$ cat src/rtl/seq_gen_pkg.sv
// Shared types and default sizing for the serial sequence generator and its detector partners.
package seq_gen_pkg;

  typedef enum logic [1:0] {IDLE, SHIFT, GAP, DONE} state_t;

  localparam int unsigned PAT_W_DEF   = 4;
  localparam int unsigned REP_W_DEF   = 4;
  localparam int unsigned GAP_CYC_DEF = 2;

endpackage

$ cat src/rtl/seq_gen_cnt.sv
// Loadable down-counter with a zero flag; load takes priority over decrement.
module seq_gen_cnt #(
  parameter int unsigned W = 4
) (
  input  logic         clock,
  input  logic         reset_n,
  input  logic         load,
  input  logic [W-1:0] load_val,
  input  logic         dec,
  output logic [W-1:0] count,
  output logic         zero
);

  always_ff @(posedge clock or negedge reset_n) begin
    if (!reset_n) begin
      count <= '0;
    end else if (load) begin
      count <= load_val;
    end else if (dec) begin
      count <= count - W'(1);
    end
  end

  assign zero = (count == '0);

endmodule

$ cat src/rtl/sequence_generator_io.sv
// Serial pattern transmitter: sends a latched pattern MSB-first, a given number of times,
// with optional idle gaps between repetitions and a done pulse at the end.
module sequence_generator_io
  import seq_gen_pkg::*;
#(
  parameter int unsigned PAT_W   = PAT_W_DEF,
  parameter int unsigned REP_W   = REP_W_DEF,
  parameter int unsigned GAP_CYC = GAP_CYC_DEF
) (
  input  logic             clock,
  input  logic             reset_n,
  input  logic             in_valid,
  output logic             in_ready,
  input  logic [PAT_W-1:0] in_pattern,
  input  logic [REP_W-1:0] in_reps,
  output logic             o,
  output logic             o_valid,
  output logic             busy,
  output logic             done
);

  localparam int unsigned IdxW = $clog2(PAT_W);
  localparam int unsigned GapW = (GAP_CYC == 0) ? 1 : $clog2(GAP_CYC + 1);
  localparam logic [IdxW-1:0] IdxMsb = IdxW'(PAT_W - 1);

  state_t           state_q, state_d;
  logic [PAT_W-1:0] pattern_q;
  logic             accept;
  logic             o_d, o_valid_d, done_d;

  logic             idx_load, idx_dec, idx_zero;
  logic [IdxW-1:0]  idx_cnt, idx_next;
  logic             rep_load, rep_dec, rep_zero;
  logic [REP_W-1:0] rep_cnt;
  logic             gap_load, gap_dec, gap_zero;
  logic [GapW-1:0]  gap_cnt;
  logic             unused_zero;

  assign accept      = in_valid && in_ready;
  assign in_ready    = (state_q == IDLE);
  assign busy        = (state_q != IDLE);
  assign unused_zero = rep_zero ^ gap_zero;

  seq_gen_cnt #(.W(IdxW)) u_bit_idx (
    .clock    (clock),
    .reset_n  (reset_n),
    .load     (idx_load),
    .load_val (IdxMsb),
    .dec      (idx_dec),
    .count    (idx_cnt),
    .zero     (idx_zero)
  );

  seq_gen_cnt #(.W(REP_W)) u_rep_left (
    .clock    (clock),
    .reset_n  (reset_n),
    .load     (rep_load),
    .load_val (in_reps),
    .dec      (rep_dec),
    .count    (rep_cnt),
    .zero     (rep_zero)
  );

  seq_gen_cnt #(.W(GapW)) u_gap_cnt (
    .clock    (clock),
    .reset_n  (reset_n),
    .load     (gap_load),
    .load_val (GapW'(GAP_CYC)),
    .dec      (gap_dec),
    .count    (gap_cnt),
    .zero     (gap_zero)
  );

  always_ff @(posedge clock or negedge reset_n) begin
    if (!reset_n) begin
      state_q   <= IDLE;
      pattern_q <= '0;
      o         <= 1'b0;
      o_valid   <= 1'b0;
      done      <= 1'b0;
    end else begin
      state_q <= state_d;
      o       <= o_d;
      o_valid <= o_valid_d;
      done    <= done_d;
      if (accept) begin
        pattern_q <= in_pattern;
      end
    end
  end

  always_comb begin
    state_d  = state_q;
    idx_load = 1'b0;
    idx_dec  = 1'b0;
    rep_load = 1'b0;
    rep_dec  = 1'b0;
    gap_load = 1'b0;
    gap_dec  = 1'b0;
    unique case (state_q)
      IDLE: begin
        if (accept) begin
          if (in_reps != '0) begin
            state_d  = SHIFT;
            idx_load = 1'b1;
            rep_load = 1'b1;
          end else begin
            state_d = DONE;
          end
        end
      end
      SHIFT: begin
        if (!idx_zero) begin
          idx_dec = 1'b1;
        end else begin
          // Last bit of a repetition is on the wire this cycle.
          rep_dec = 1'b1;
          if (rep_cnt == REP_W'(1)) begin
            state_d = DONE;
          end else if (GAP_CYC == 0) begin
            idx_load = 1'b1;
          end else begin
            state_d  = GAP;
            gap_load = 1'b1;
          end
        end
      end
      GAP: begin
        if (gap_cnt == GapW'(1)) begin
          state_d  = SHIFT;
          idx_load = 1'b1;
        end else begin
          gap_dec = 1'b1;
        end
      end
      DONE:    state_d = IDLE;
      default: state_d = IDLE;
    endcase
  end

  // Outputs are registered, so they are derived from the state being entered.
  always_comb begin
    o_d       = 1'b0;
    o_valid_d = 1'b0;
    done_d    = 1'b0;
    idx_next  = idx_load ? IdxMsb : (idx_cnt - IdxW'(1));
    case (state_d)
      SHIFT: begin
        o_valid_d = 1'b1;
        o_d       = (state_q == IDLE) ? in_pattern[PAT_W-1] : pattern_q[idx_next];
      end
      DONE:    done_d = 1'b1;
      default: ;
    endcase
  end

endmodule

$ cat config.mk
export PLATFORM = sky130hd
export DESIGN_NAME = sequence_generator_io
export DESIGN_NICKNAME = d
export VERILOG_FILES = /design/src/rtl/seq_gen_pkg.sv /design/src/rtl/seq_gen_cnt.sv /design/src/rtl/sequence_generator_io.sv
export SDC_FILE = /design/constraint.sdc
export NUM_CORES = 1
export LEC_CHECK = 0
export CAP_MARGIN = 25
export CORE_ASPECT_RATIO = 0.75
export CORE_MARGIN = 2
export CORE_UTILIZATION = 40
export CTS_BUF_LIST = sky130_fd_sc_hd__clkbuf_8
export DETAILED_ROUTE_END_ITERATION = 12
export GPL_TIMING_DRIVEN = 0
export PLACE_DENSITY = 0.67
export SETUP_SLACK_MARGIN = 0.2
export SYNTH_ARGS = -nofsm -noshare
export SYNTH_HDL_FRONTEND = slang
export SYNTH_SLANG_ARGS = --single-unit
$ cat constraint.sdc
create_clock -name clock -period 2.3 [get_ports clock]
set_input_delay 0.46 -clock clock [delete_from_list [all_inputs] [get_ports clock]]
set_output_delay 0.46 -clock clock [all_outputs]
set_load 0.02 [all_outputs]
==> results.txt, run 1 <==
Starting Density -> 41.6%
FF-to-FF End -> o
Cell Chain, Critical Path -> buf_6, nor2_1, inv_1, clkdlybuf4s50_1
Clock slew at reported path FFs -> 0.06 ns
Synth Warn # -> 0
Gr usage total -> 14.7%
Switching part of the total power -> 39.1%
Vias in the first global route -> 653
Area of the die -> 0.00275 sq mm
Detailed-route via count -> 738
Synth top area cells -> dfrtp_1 (45%), nand2_1 (7.6%), ha_1 (5.3%), a21oi_1 (3.2%), inv_1 (3.2%)
Synth Register Bits -> 17
Clock Sinks -> 17
Root Driver -> clkbuf_8
Clock Latency Late Sink -> 0.25 ns
Int Power -> 0.919 mW
Final hold violation count -> 0
Hold Crit Start -> pattern_q[0]
Cells after DPL -> 136
Die width -> 59.9 microns
Status -> complete, no violations
Area leader, netlist -> dfrtp_1
Synth cell types -> 36
Cell row count -> 15
Slowest CP cell -> clkdlybuf4s50_1
Iter 0 DRT Violations -> 26
Slew of the pin with the lowest slew margin -> 0.742 ns
Clk buf depth -> 2
Hold buffer count at cts -> 0
Period utilisation layout -> 87.8%
Syn_nets -> 111
Residual DRC -> 0
Post-synthesis sequential area ratio -> 45.5%
Worst Reg-to-Reg Cells -> 7
Most common cell in the netlist -> nand2_1
Initial antenna violation count -> 0
CP peak stage delay -> 0.53 ns
Nets -> 131
Initial DRT Pass Iterations -> 4
Die height -> 45.9 microns
Io pins -> 16
Flop2flop setup slack -> 0.49 ns
EDFF count, synth -> 0
Final WL -> 1.70 mm
Tmin final -> 2.02 ns
Switching power -> 0.589 mW
Delay-heaviest family, CP -> buffers and inverters
N_diodes -> 0
CP arrival -> 1.56 ns
Slew margin rel. -> 50.4%
CP Capture Type -> primary output
Congestion Overflow GR -> 0
Synth top area share -> 45.5%
Final Instance Count excl. Fillers -> 140
Commonest cells post-synth -> nand2_1 (19), dfrtp_1 (17), inv_1 (8)
Peak supply drop -> 0.000486 V
IO Port Bufs -> 15
Critical-path maximum fanout -> 10
Dpl hpwl -> 1.29 mm
RSZ-0062 raised after global routing -> false
WP data required -> 1.84 ns
Vias per Instance -> 5.27
Min-Delay Path Class -> reg2reg
Wire per inst -> 12.1 microns
Layout cells sized above 1 -> 17.4%
Synth-to-Final Area Change -> 24.5%
FMAX -> 495 MHz
Worst setup path category -> reg2out
Global-route wire length before repair -> 2.90 mm
Fin. max-slew vios -> 0
Clock Power Share -> 14.0%
Syn Inst Count -> 96
Placer Congestion -> 0.852
CP startpoint kind -> flop
Sequential power share -> 35.0%
Setup tns final -> 0 ns
Cell Area, Synth -> 936 sq um
Largest net degree at the start of global routing -> 18
CTS Buf Count -> 3
Top FF cell, synth -> dfrtp_1
Core Area -> 0.00225 sq mm
LEAKAGE -> 0.555 nW
Final Setup Violations -> 0
Crit Reg-Reg Startpoint -> u_bit_idx.count[0]
Hold Path End -> pattern_q[0]
Worst hold stages -> 2
Crit path buf inv count -> 3
# Max-Cap Violations -> 0
Layout Skew -> 0.000940 ns
Post-DRT Antenna Nets -> 0
Comb power frac -> 51.0%
Post-Syn Area per Cell -> 9.75 sq um
Synth async-reset ratio -> 100%
P per Cell Area -> 1290 mW/mm^2
CTS tree -> yes
# H-tree levels -> 1
==> power by group through the flow <==
stage               registers (mW)  logic [mW]  clock network [mW]
finish                       0.528       0.769               0.212
global route                 0.545       0.859               0.239
CTS                          0.529       0.773               0.220
detailed placement           0.533       0.767                   0
global placement             0.531       0.755                   0
floorplan                    0.544       0.537                   0
==> routing by layer <==
metal  wire length [microns]  GRT usage [%]  share of wire [%]
met3                     113           5.11                6.7
met4                      21           5.33                1.2
met1                     807           19.5                 48
met2                     755           22.4                 44
met5                       0              0                  0
==> layout by cell type, fill, tap and decap left out, drive strengths merged <==
cell / synthesis / layout
a211oi: 2 / 2
a21oi: 6 / 6
a221o: 1 / 1
a32o: 1 / 1
and3b: 1 / 1
buf: 4 / 4
clkbuf: 0 / 3
clkdlybuf4s50: 0 / 14
clkinv: 1 / 1
dfrtp: 17 / 17
dlymetal6s2s: 0 / 1
ha: 4 / 4
inv: 9 / 10
nand2: 20 / 20
nand2b: 2 / 2
nand3: 1 / 1
nand3b: 1 / 1
nor2: 4 / 4
nor2b: 1 / 1
nor3: 1 / 1
nor3b: 2 / 2
nor4: 1 / 1
o211ai: 2 / 2
o21ai: 5 / 5
o21bai: 2 / 2
o221a: 2 / 2
o22ai: 1 / 1
o32a: 1 / 1
or3b: 2 / 2
xnor2: 1 / 1
xor2: 1 / 1
==> area by class of cell <==
| class | count | area, sq um |
|---|---|---|
| Buffer | 4 | 28.8 |
| Clock buffer | 3 | 41.3 |
| Clock inverter | 1 | 3.75 |
| Fill cell | 201 | 1090 |
| Inverter | 10 | 38.8 |
| Multi-Input combinational cell | 65 | 443 |
| Sequential cell | 17 | 425 |
| Tap cell | 25 | 31.3 |
| Timing Repair Buffer | 15 | 153 |
==> worst max path at each step <==
| stage | startpoint | end | slack (ns) | cells past startpoint |
|---|---|---|---|---|
| floorplan | u_rep_left.count[1] | o | 0.71 | 7 |
| global placement | in_reps[2] | u_bit_idx.count[1] | 0.17 | 6 |
| detailed placement | in_reps[2] | u_bit_idx.count[1] | 0.16 | 6 |
| CTS | state_q[0] | in_ready | 0.22 | 3 |
| global route | state_q[0] | busy | 0.22 | 4 |
| finish | state_q[0] | busy | 0.28 | 4 |
==> what timing repair did <==
action / CTS / global route
endpoints found under the hold margin: 0 / 0
resized for setup: 0 / 1
setup buffers: 0 / 0
endpoints found under the setup margin: 0 / 1
==> through the flow <==
step | hold WS [ns] | utilization, % | instance area (sq um) | setup slack [ns] | total power [mW]
floorplan | 0.164 | - | 936 | 0.711 | 1.08
global placement | 0.460 | 49.6 | 1120 | 0.167 | 1.29
detailed placement | 0.463 | 49.6 | 1120 | 0.156 | 1.30
CTS | 0.479 | 51.6 | 1160 | 0.220 | 1.52
global route | 0.500 | 51.7 | 1160 | 0.219 | 1.64
finish | 0.475 | 51.7 | 1160 | 0.281 | 1.51
==> kinds of logic after synthesis <==
group / share of synthesized area (%)
adders and majority gates: 5.35
xor gates and xnor gates: 1.87
AOI/OAI and AO/OA: 19.3
DFF: 45.5
buffers and inverters: 7.22
and+or+nand+nor: 20.9
==> registers in the layout (all words and copies together) (netlist names) <==
| register | count |
|---|---|
| o_valid | 1 |
| pattern_q | 4 |
| done | 1 |
| state_q | 2 |
| u_bit_idx.count | 2 |
| u_rep_left.count | 4 |
| o | 1 |
| u_gap_cnt.count | 2 |
==> worst register-to-register path: cells and delay by family (launching register included) <==
kind                     cells  cell delay, ns
adder cells (fa/ha/maj)      1            0.23
AO/OA/AOI/OAI                2            0.48
AND/OR/NAND/NOR              2            0.31
flip-flops                   1            0.45
buffers and inverters        2            0.24
(Power assumes the default switching activity.)
==> inputs of run 2 (changes only) <==
Settings changed: CORE_ASPECT_RATIO 0.75 to unset, CORE_UTILIZATION 40 to 55, PLACE_DENSITY 0.67 to 0.86.
Clock period 2.3 ns to 2.4 ns, I/O delays scaled along.
==> results.txt, run 2 (synthesis gave the netlist of run 1 again) <==
Status -> complete, no violations (unchanged)
Iter 0 DRT Violations -> 10 (was 26)
Critical-path maximum fanout -> 10 (unchanged)
Final worst slack -> 0.311 ns (was 0.281 ns)
Worst hold stages -> 2 (unchanged)
Nets -> 131 (unchanged)
CP startpoint kind -> flop (unchanged)
CP Capture Type -> primary output (unchanged)
Layout cells sized above 1 -> 17.4% (unchanged)
Io pins -> 16 (unchanged)
Cell row count -> 14 (was 15)
Flop2flop setup slack -> 0.54 ns (was 0.49 ns)
Area of the die -> 0.00205 sq mm (was 0.00275 sq mm)
Global-route wire length before repair -> 3.26 mm (was 2.90 mm)
CTS Buf Count -> 3 (unchanged)
Clock Sinks -> 17 (unchanged)
Tmin final -> 2.09 ns
Largest net degree at the start of global routing -> 18 (unchanged)
Crit Reg-Reg Startpoint -> u_bit_idx.count[0] (unchanged)
Root Driver -> clkbuf_8 (unchanged)
Residual DRC -> 0 (unchanged)
Slew of the pin with the lowest slew margin -> 0.754 ns (was 0.742 ns)
Congestion Overflow GR -> 0 (unchanged)
WP data required -> 1.92 ns (was 1.84 ns)
FMAX -> 479 MHz
# Max-Cap Violations -> 0 (unchanged)
Final core occ -> 73.8% (was 51.7%)
N_diodes -> 0 (unchanged)
Final Setup Violations -> 0 (unchanged)
Worst Reg-to-Reg Cells -> 7 (unchanged)
Final hold violation count -> 0 (unchanged)
Clock Latency Late Sink -> 0.25 ns (about the same)
Commonest cells after routing, fill and taps aside -> nand2_1 (19), dfrtp_1 (17), clkdlybuf4s50_1 (15) (was nand2_1 (19), dfrtp_1 (17), clkdlybuf4s50_1 (14))
Die height -> 45.3 microns (was 45.9 microns)
Die width -> 45.3 microns (was 59.9 microns)
Synth-to-Final Area Change -> 23.0% (was 24.5%)
Peak supply drop -> 0.000738 V (was 0.000486 V)
Clock slew at reported path FFs -> 0.07 ns (was 0.06 ns)
P per Cell Area -> 1270 mW/mm^2 (was 1290 mW/mm^2)
Footprint of the multi-input gates -> 443 sq um (unchanged)
Wire per inst -> 14.1 microns (was 12.1 microns)
Fin. max-slew vios -> 0 (unchanged)
Core Area -> 0.00156 sq mm (was 0.00225 sq mm)
IO Port Bufs -> 15 (unchanged)
RSZ-0062 raised after global routing -> false (unchanged)
Initial DRT Pass Iterations -> 4 (unchanged)
Initial antenna violation count -> 0 (unchanged)
Pre-CTS worst setup slack -> 0.255 ns (was 0.156 ns)
Storage cell area -> 425 sq um (unchanged)
Period utilisation layout -> 87.0%
CTS tree -> yes (unchanged)
# H-tree levels -> 1 (unchanged)
# resized after CTS -> 0 (unchanged)
Starting Density -> 60.0% (was 41.6%)
Hold Path End -> pattern_q[3] (was pattern_q[0])
CP arrival -> 1.61 ns (was 1.56 ns)
Final WL -> 1.85 mm (was 1.70 mm)
Most common cell after layout, fill and taps aside -> nand2_1 (unchanged)
Post-CTS setup buffer count -> 0 (unchanged)
Slew margin rel. -> 49.6% (was 50.4%)
Hold buffer count at cts -> 0 (unchanged)
Min-Delay Path Class -> reg2reg (unchanged)
LEAKAGE -> 0.542 nW (was 0.555 nW)
Vias in the first global route -> 763 (was 653)
Clk buf depth -> 2 (unchanged)
Fill count -> 124 (was 201)
Top flop regs -> pattern_q: 4 flops, u_rep_left.count: 4 flops (unchanged)
FF-to-FF End -> o (unchanged)
Placer Congestion -> 0.803 (was 0.852)
Worst setup path category -> reg2out (unchanged)
Setup tns final -> 0 ns (unchanged)
Hold Crit Start -> pattern_q[3] (was pattern_q[0])
Layout Skew -> 0.00189 ns (was 0.000940 ns)
Detailed-route via count -> 761 (was 738)
Vias per Instance -> 5.81 (was 5.27)
Gr usage total -> 22.5% (was 14.7%)
Dpl hpwl -> 1.44 mm (was 1.29 mm)
Total power -> 1.46 mW (was 1.51 mW)
Post-DRT Antenna Nets -> 0 (unchanged)
[run 2: area by class of cell]
type | count | area share (%)
sequential | 17 | 37.0
clock buffer | 3 | 3.59
clock inverter | 1 | 0.326
timing repair buffer | 15 | 13.0
inverter | 10 | 3.37
tap | 16 | 1.74
buffer | 4 | 2.50
multi-input combinational | 65 | 38.5
[run 2: report_power, final]
group	internal [mW]	leakage, nW	switching [mW]
combinational	0.350	0.310	0.391
sequential	0.418	0.205	0.0924
clock	0.114	0.0269	0.0987
[run 2: worst max-delay path, cell delays in order, from the launching register on]
cell,delay (ns)
dfrtp_1,0.41
buf_6,0.15
nor2_1,0.16
clkdlybuf4s50_1,0.64
[run 2: metal layers]
metal	part of all wire, %	wire [microns]	GRT usage [%]	vias up
met5	0	0	0	-
met4	1.4	26	8.82	0
met3	2.8	51	4.80	4
met2	51	950	37.1	15
met1	44	818	28.6	372
li1	-	-	-	370
[run 2: worst max path at each step]
stage	from	to	slack [ns]	depth (start not counted)
after floorplan	u_rep_left.count[1]	o	0.81	7
after global placement	in_reps[2]	u_bit_idx.count[1]	0.27	6
after detailed placement	in_valid	u_bit_idx.count[1]	0.26	6
after CTS	state_q[0]	in_ready	0.31	3
after global routing	state_q[0]	in_ready	0.24	3
final	state_q[0]	in_ready	0.31	3
[run 2: metrics by stage]
stage	cells	cell area, sq um	hold slack, ns
floorplan	96	936	0.184
global placement	127	1110	0.455
detailed placement	127	1110	0.461
CTS	131	1150	0.477
global route	131	1150	0.520
finish	131	1150	0.477
==> inputs of run 3 (changes only) <==
Settings changed: ABC_CLOCK_PERIOD_IN_PS set to 2400, CORE_ASPECT_RATIO set to 1.1.
==> results.txt, run 3 (synthesis gave the netlist of run 1 again) <==
Status -> complete, no violations (unchanged)
Critical-path maximum fanout -> 10 (unchanged)
Cell row count -> 15 (was 14)
Initial antenna violation count -> 0 (unchanged)
Final WL -> 1.77 mm (was 1.85 mm)
CTS tree -> yes (unchanged)
Layout cells sized above 1 -> 18.3% (was 17.4%)
Setup tns final -> 0 ns (unchanged)
Switching part of the total power -> 39.5% (was 39.8%)
LEAKAGE -> 0.541 nW (was 0.542 nW)
Peak supply drop -> 0.000685 V (was 0.000738 V)
Switching power -> 0.577 mW (was 0.582 mW)
CP peak stage delay -> 0.63 ns (was 0.64 ns)
CP Capture Type -> primary output (unchanged)
Die height -> 47.3 microns (was 45.3 microns)
Initial DRT Pass Iterations -> 4 (unchanged)
Detailed-route via count -> 741 (was 761)
Starting Density -> 59.4% (was 60.0%)
# resized after CTS -> 0 (unchanged)
Fin. max-slew vios -> 0 (unchanged)
Final Setup Violations -> 0 (unchanged)
Clock Latency Late Sink -> 0.26 ns (was 0.25 ns)
Residual DRC -> 0 (unchanged)
Slowest CP cell -> clkdlybuf4s50_1 (unchanged)
Clock Sinks -> 17 (unchanged)
Sequential power share -> 34.9% (about the same)
Comb power frac -> 50.4% (was 50.6%)
Final hold violation count -> 0 (unchanged)
Io pins -> 16 (unchanged)
Nets -> 131 (unchanged)
Global Route met2 Usage -> 37.6% (was 37.1%)
Tmin final -> 2.10 ns (was 2.09 ns)
Clock slew at reported path FFs -> 0.07 ns (about the same)
GR Layer Usage met1 -> 23.7% (was 28.6%)
Period utilisation layout -> 87.4% (was 87.0%)
Placer Congestion -> 0.809 (was 0.803)
Synth-to-Final Area Change -> 23.3% (was 23.0%)
Layer with the highest usage -> met2 (unchanged)
Gr usage total -> 20.7% (was 22.5%)
CP arrival -> 1.62 ns (was 1.61 ns)
# H-tree levels -> 1 (unchanged)
Commonest cells after routing, fill and taps aside -> nand2_1 (19), dfrtp_1 (17), clkdlybuf4s50_1 (15) (unchanged)
Hold buffer count at cts -> 0 (unchanged)
N_diodes -> 0 (unchanged)
Congestion Overflow GR -> 0 (unchanged)
Hold WS -> 0.478 ns (was 0.477 ns)
Cell Chain, Critical Path -> buf_6, nor2_1, clkdlybuf4s50_1 (unchanged)
Vias per Instance -> 5.61 (was 5.81)
IO Port Bufs -> 15 (unchanged)
Core Area -> 0.00158 sq mm (was 0.00156 sq mm)
Root Driver -> clkbuf_8 (unchanged)
Delay-heaviest family, CP -> buffers and inverters (unchanged)
CTS Buf Count -> 3 (unchanged)
Slew margin rel. -> 50.5% (was 49.6%)
Vias in the first global route -> 734 (was 763)
Die width -> 43.3 microns (was 45.3 microns)
Largest net degree at the start of global routing -> 18 (unchanged)
Area of the die -> 0.00205 sq mm (about the same)
Min-Delay Path Class -> reg2reg (unchanged)
Clock Power Share -> 14.6% (was 14.5%)
Most common cell after layout, fill and taps aside -> nand2_1 (unchanged)
CP startpoint kind -> flop (unchanged)
WP data required -> 1.92 ns (about the same)
Int Power -> 0.886 mW (was 0.882 mW)
Top flop regs -> pattern_q: 4 flops, u_rep_left.count: 4 flops (unchanged)
Post-CTS setup buffer count -> 0 (unchanged)
Crit path buf inv count -> 2 (unchanged)
Worst setup path category -> reg2out (unchanged)
Grt met3 use -> 4.62% (was 4.80%)
Iter 0 DRT Violations -> 24 (was 10)
P per Cell Area -> 1270 mW/mm^2 (about the same)
RSZ-0062 raised after global routing -> false (unchanged)
FMAX -> 477 MHz (was 479 MHz)
Post-DRT Antenna Nets -> 0 (unchanged)
Wire per inst -> 13.4 microns (was 14.1 microns)
Slew of the pin with the lowest slew margin -> 0.740 ns (was 0.754 ns)
Layout Skew -> 0.00550 ns (was 0.00189 ns)
Global-route wire length before repair -> 3.06 mm (was 3.26 mm)
Clk buf depth -> 2 (unchanged)
Dpl hpwl -> 1.34 mm (was 1.44 mm)
# Max-Cap Violations -> 0 (unchanged)
==> run 3: cell types whose count changed in the layout (fill, tap and decap cells not counted), sizes merged <==
| cell | before | now |
|---|---|---|
| clkinv | 1 | 2 |
| inv | 10 | 9 |
==> run 3: power groups by stage <==
stage | Combinational, mW | Clock [mW] | Sequential [mW]
3_3_place_gp | 0.717 | 0 | 0.508
2_1_floorplan | 0.515 | 0 | 0.522
6_report | 0.738 | 0.214 | 0.511
4_1_cts | 0.746 | 0.216 | 0.512
3_5_place_dp | 0.738 | 0 | 0.517
5_1_grt | 0.830 | 0.228 | 0.526
==> run 3: cell type report <==
cell class	count	area [sq um]
Timing Repair Buffer	15	150
Tap cell	17	21.3
Inverter	10	38.8
Clock inverter	1	5.00
Clock buffer	3	41.3
Sequential cell	17	425
Buffer	4	28.8
Multi-Input combinational cell	65	443
Fill cell	115	423
==> run 3: final timing paths <==
path                               startpoint                   to  slack (ns)  depth (start not counted)
min in group asynchronous             reset_n  u_rep_left.count[3]        0.66                          1
max reg2reg                u_bit_idx.count[0]                    o        0.58                          7
min reg2reg                      pattern_q[3]         pattern_q[3]        0.48                          2
max in group asynchronous             reset_n         pattern_q[0]        1.27                          1
min                              pattern_q[3]         pattern_q[3]        0.48                          2
max                                state_q[0]             in_ready        0.30                          3
==> run 3: tightest hold or removal path: cells and delay by family, from the launching register on <==
family	cells	cell delay, ns
AND/OR/NAND/NOR	2	0.11
flip-flops	1	0.34
==> run 3: per-layer routing <==
layer / wire length (microns) / vias up
met4: 36 / 0
met2: 864 / 22
met5: 0 / -
met1: 794 / 348
li1: - / 364
met3: 79 / 7
==> run 3: through the flow <==
step	cell area [sq um]	setup slack (ns)	instances	total power, mW	util [%]
finish	1150	0.302	132	1.46	73.2
global route	1150	0.219	132	1.58	73.2
CTS	1150	0.294	132	1.47	73.2
detailed placement	1110	0.260	128	1.25	70.2
global placement	1110	0.237	128	1.23	70.2
floorplan	936	0.811	96	1.04	-
